### src/rtl/universal_reg_pkg.sv
// ---------------------------------------------------------------------------
// ureg_pkg: shared definitions for universal_reg.
//   mode_e      - 3-bit operation select values driven on universal_reg.Mode
//   is_shift()  - true for the four modes that advance the frame counter
// ---------------------------------------------------------------------------
package ureg_pkg;

  typedef enum logic [2:0] {
    MODE_HOLD   = 3'b000,
    MODE_LOAD   = 3'b001,
    MODE_SHL    = 3'b010,
    MODE_SHR    = 3'b011,
    MODE_ROL    = 3'b100,
    MODE_ROR    = 3'b101,
    MODE_CLEAR  = 3'b110,
    MODE_HOLD_2 = 3'b111   // second HOLD encoding
  } mode_e;

  function automatic logic is_shift(input logic [2:0] mode);
    return (mode == MODE_SHL) || (mode == MODE_SHR) ||
           (mode == MODE_ROL) || (mode == MODE_ROR);
  endfunction

endpackage

### src/rtl/dff_cell.sv
// ---------------------------------------------------------------------------
// dff_cell: one-bit D flip-flop with synchronous active-high reset.
//   clk_i  - clock, rising edge
//   rst_i  - synchronous reset, loads RST_VAL
//   d_i    - next value
//   q_o    - registered value
// ---------------------------------------------------------------------------
module dff_cell #(
  parameter logic RST_VAL = 1'b0
) (
  input  logic clk_i,
  input  logic rst_i,
  input  logic d_i,
  output logic q_o
);

  always_ff @(posedge clk_i) begin
    if (rst_i) q_o <= RST_VAL;
    else       q_o <= d_i;
  end

endmodule

### src/rtl/universal_reg.sv
// ---------------------------------------------------------------------------
// universal_reg: WIDTH-bit universal shift register with frame counter.
//   Clk        - clock, all state on rising edge
//   Reset      - synchronous active-high reset (Q=RESET_VAL, counter 0)
//   Mode       - operation select (see ureg_pkg::mode_e)
//   D          - parallel load data
//   Sin_L      - serial bit entering Q[0] on shift left
//   Sin_R      - serial bit entering Q[WIDTH-1] on shift right
//   Q          - register contents
//   Sout_L     - Q[WIDTH-1], combinational
//   Sout_R     - Q[0], combinational
//   Frame      - one-cycle pulse after the WIDTH-th shift/rotate of a frame
//   Shift_cnt  - shift/rotate operations so far in the current frame
// There is no handshake: a new Mode is accepted every cycle and its result
// is visible on Q the cycle after the sampling edge.
// ---------------------------------------------------------------------------
module universal_reg
  import ureg_pkg::*;
#(
  parameter int              WIDTH     = 8,
  parameter logic [WIDTH-1:0] RESET_VAL = '0
) (
  input  logic                     Clk,
  input  logic                     Reset,
  input  logic [2:0]               Mode,
  input  logic [WIDTH-1:0]         D,
  input  logic                     Sin_L,
  input  logic                     Sin_R,
  output logic [WIDTH-1:0]         Q,
  output logic                     Sout_L,
  output logic                     Sout_R,
  output logic                     Frame,
  output logic [$clog2(WIDTH)-1:0] Shift_cnt
);

  localparam int CW = $clog2(WIDTH);
  localparam logic [CW-1:0] CNT_MAX = CW'(WIDTH - 1);

  logic [WIDTH-1:0] q_d;
  logic [CW-1:0]    cnt_q, cnt_d;
  logic             frame_q, frame_d;

  // Next-state data mux; HOLD (both encodings) keeps Q.
  always_comb begin
    q_d = Q;
    case (Mode)
      MODE_LOAD:  q_d = D;
      MODE_SHL:   q_d = {Q[WIDTH-2:0], Sin_L};
      MODE_SHR:   q_d = {Sin_R, Q[WIDTH-1:1]};
      MODE_ROL:   q_d = {Q[WIDTH-2:0], Q[WIDTH-1]};
      MODE_ROR:   q_d = {Q[0], Q[WIDTH-1:1]};
      MODE_CLEAR: q_d = RESET_VAL;
      default:    q_d = Q;
    endcase
  end

  // Frame counter counts shift cycles only; direction changes do not
  // restart it, HOLD pauses it, LOAD/CLEAR discard the partial frame.
  always_comb begin
    cnt_d   = cnt_q;
    frame_d = 1'b0;
    if (is_shift(Mode)) begin
      if (cnt_q == CNT_MAX) begin
        cnt_d   = '0;
        frame_d = 1'b1;
      end else begin
        cnt_d = cnt_q + 1'b1;
      end
    end else if (Mode == MODE_LOAD || Mode == MODE_CLEAR) begin
      cnt_d = '0;
    end
  end

  always_ff @(posedge Clk) begin
    if (Reset) begin
      cnt_q   <= '0;
      frame_q <= 1'b0;
    end else begin
      cnt_q   <= cnt_d;
      frame_q <= frame_d;
    end
  end

  // Storage: one flop per bit, each with its own reset value.
  for (genvar i = 0; i < WIDTH; i++) begin : g_bit
    dff_cell #(.RST_VAL(RESET_VAL[i])) u_cell (
      .clk_i (Clk),
      .rst_i (Reset),
      .d_i   (q_d[i]),
      .q_o   (Q[i])
    );
  end

  assign Sout_L    = Q[WIDTH-1];
  assign Sout_R    = Q[0];
  assign Frame     = frame_q;
  assign Shift_cnt = cnt_q;

endmodule

### config.mk
export PLATFORM = sky130hd
export DESIGN_NAME = universal_reg
export DESIGN_NICKNAME = d
export VERILOG_FILES = /design/src/rtl/universal_reg_pkg.sv /design/src/rtl/dff_cell.sv /design/src/rtl/universal_reg.sv
export SDC_FILE = /design/constraint.sdc
export NUM_CORES = 1
export LEC_CHECK = 0
export BUFFER_PORTS_ARGS = -buffer_cell sky130_fd_sc_hd__buf_2
export CORE_MARGIN = 5
export CORE_UTILIZATION = 54
export DETAILED_ROUTE_END_ITERATION = 10
export MAX_ROUTING_LAYER = met4
export PLACE_DENSITY = 0.94
export SETUP_SLACK_MARGIN = 0.3
export SLEW_MARGIN = 5
export SYNTH_ARGS = -nofsm -noshare
export SYNTH_HDL_FRONTEND = slang
export SYNTH_HIERARCHICAL = 1
export SYNTH_SLANG_ARGS = --single-unit
### constraint.sdc
create_clock -name Clk -period 3 [get_ports Clk]
set_input_delay 0.45 -clock Clk [delete_from_list [all_inputs] [get_ports Clk]]
set_output_delay 0.45 -clock Clk [all_outputs]
set_load 0.01 [all_outputs]
==> results.cfg <==
[sta]
post-route-period-util = 0.538
fmax_mhz = 620
setup_tns_ns = 0
tightest_slew_ns = 0.464
fin_skew_ns = 0.000392
setup_viol_count_final = 0
rsz0062_at_grt = false
fin_crit_ns = 1.61
max_slew_margin = 0.691
fin_hold_ws_ns = 0.548
drv_slew = 0
finalHoldViolations = 0

[yosys]
synth_area_leaders = dfxtp_1, nor2b_4, nor2_1
yosysSeqAreaShare = 0.257
yosysWarnings = 6
syn_area_per_cell_sq_um = 8.64
synth_top_area_frac = 0.257
ys_ff_latch = 12
synth_cell_types = 36
synth_fp_nets = 125
synth_area_sq_um = 933
yosysTopAreaCell = dfxtp_1
postSynthCellCount = 108

[clocking]
cts_buffer_depth = 2
cts_setup_buffers = 0
ctsHtreeMaxLevel = 1
cts_sinks = 12
root_buffer = clkbuf_4
cts_buffers = 3
post_cts_resized = 0
cts_tree = yes
cts-hold-fix-buffers = 0
clk_latency_ns = 0.27
path_clk_slew_ns = 0.07

[run_status]
status = finished, final reports clean

[global_route]
grt_max_degree = 25
grt_overflow = 0
grtUsageTotal = 0.179
grt_pass1_wl_mm = 3.55
grt_pass1_vias = 809
grt_antenna_before_repair = 0

[die]
start_util = 0.553
dieWidth_um = 51.6
num_io_pins = 29
std_cell_rows = 15
die_y_um = 51.6
core_region_area_sq_um = 1690
die-area_sq_um = 2660

[placed_design]
numPortBuffers = 28
dp_hpwl_mm = 1.56
gp_congestion = 0.859
dp_cells = 145

[finish]
fin_util = 0.631
layout-drive-gt1-share = 0.351
mostFrequentLayoutCell = buf_2
diodes = 0
syn2layout_area_growth_pct = 14.2
final_cell_mix = buf_2, nor2_1, dfxtp_1
final_cells = 148
nets = 150

[critical_path]
cp.arrival_ns = 1.77
end_kind = register
crit_family = buffers and inverters
slowest_delay_ns = 0.34
cp.required_ns = 3.15
critPathLaunchType = input port
crit_chain = buf_2 > inv_1 > a31o_2 > o32ai_1 > nand3_1 > nor2b_4
crit_buf_inv = 2
cp_max_fo = 24
critPathKind = input port to register
crit_path_top_delay_cell = buf_2

[routing]
routedWlPerCell_um = 14.2
vias = 892
ant_nets = 0
drt_iter0_markers = 23
vias_per_cell = 6.03
firstDrtPassIters = 4
wirelength_mm = 2.11
drcViolationCount = 0

[hold_path]
hold_class = register to register

[pwr]
p_leak_nw = 0.475
ir_drop_uv = 241
powerDensity_nw_per_um2 = 386

[job]
drv_cap = 0
## metal layers
| metal | vias up | track usage | wire length [um] |
|---|---|---|---|
| met3 | 8 | 0.0401 | 135 |
| met5 | - | - | 0 |
| met1 | 408 | 0.216 | 880 |
| li1 | 442 | - | - |
| met4 | 0 | 0.0655 | 27 |
| met2 | 34 | 0.292 | 1060 |
## cells in the mapped netlist (all sizes together)
library cell,n
or3,2
nor4b,1
nor4,1
nor3,4
o21ba,1
xor2,1
nor3b,4
and3,1
o21a,2
dfxtp,12
o22ai,2
nand2b,2
ha,2
buf,8
nor2b,11
a22oi,3
maj3,3
a31o,1
a21oi,9
mux2,2
nor2,14
and2b,1
nand4,1
or2,1
o221ai,5
nand2,4
nand3,2
inv,3
a211oi,1
xnor2,1
o32ai,1
o21ai,1
o31ai,1
## cell type report
class	count	area, sq um
Sequential cell	12	240
Multi-Input combinational cell	85	631
Inverter	3	11.3
Timing Repair Buffer	28	140
Clock buffer	3	22.5
Fill cell	154	623
Tap cell	17	21.3
## registers in the layout, summed over array words and instances (netlist names)
signal / cells
Frame: 1
g_bit.u_cell/q_o: 8
Shift_cnt: 3
## worst reg2reg max path: cells and delay by family (launching register included)
family / cells / cell delay [ns]
AOI/OAI and AO/OA: 1 / 0.23
DFF: 1 / 0.40
and+or+nand+nor: 4 / 0.65
## final timing paths
path	start	to	cells after the start	slack (ns)
max	Mode[2]	g_bit[0].u_cell/q_o	6	1.39
min	Shift_cnt[1]	Shift_cnt[1]	2	0.55
max reg2reg	g_bit[0].u_cell/q_o	g_bit[7].u_cell/q_o	5	1.66
min reg2reg	Shift_cnt[1]	Shift_cnt[1]	2	0.55
## kinds of logic after synthesis
kind of cell | share of synthesized area
multiplexers | 0.0241
adder cells (fa/ha/maj) | 0.0590
AND/OR/NAND/NOR | 0.369
XOR/XNOR | 0.0188
flip-flops | 0.257
buffers and inverters | 0.0670
AO/OA/AOI/OAI | 0.205
## per-stage QoR
stage,instance area (sq um),setup slack (ns),total power [W]
floorplan,933,1.47,0.000281
global route,1070,1.30,0.000438
detailed placement,1040,1.12,0.000317
global placement,1040,1.21,0.000313
CTS,1070,1.39,0.000415
finish,1070,1.39,0.000412
## where the power goes
group	total, W	internal [W]	switching [W]
clock network	0.0000977	0.0000465	0.0000512
registers	0.000183	0.000170	0.0000121
logic	0.000132	0.0000647	0.0000670
total	0.000412	0.000282	0.000130
(Power assumes the default switching activity.)
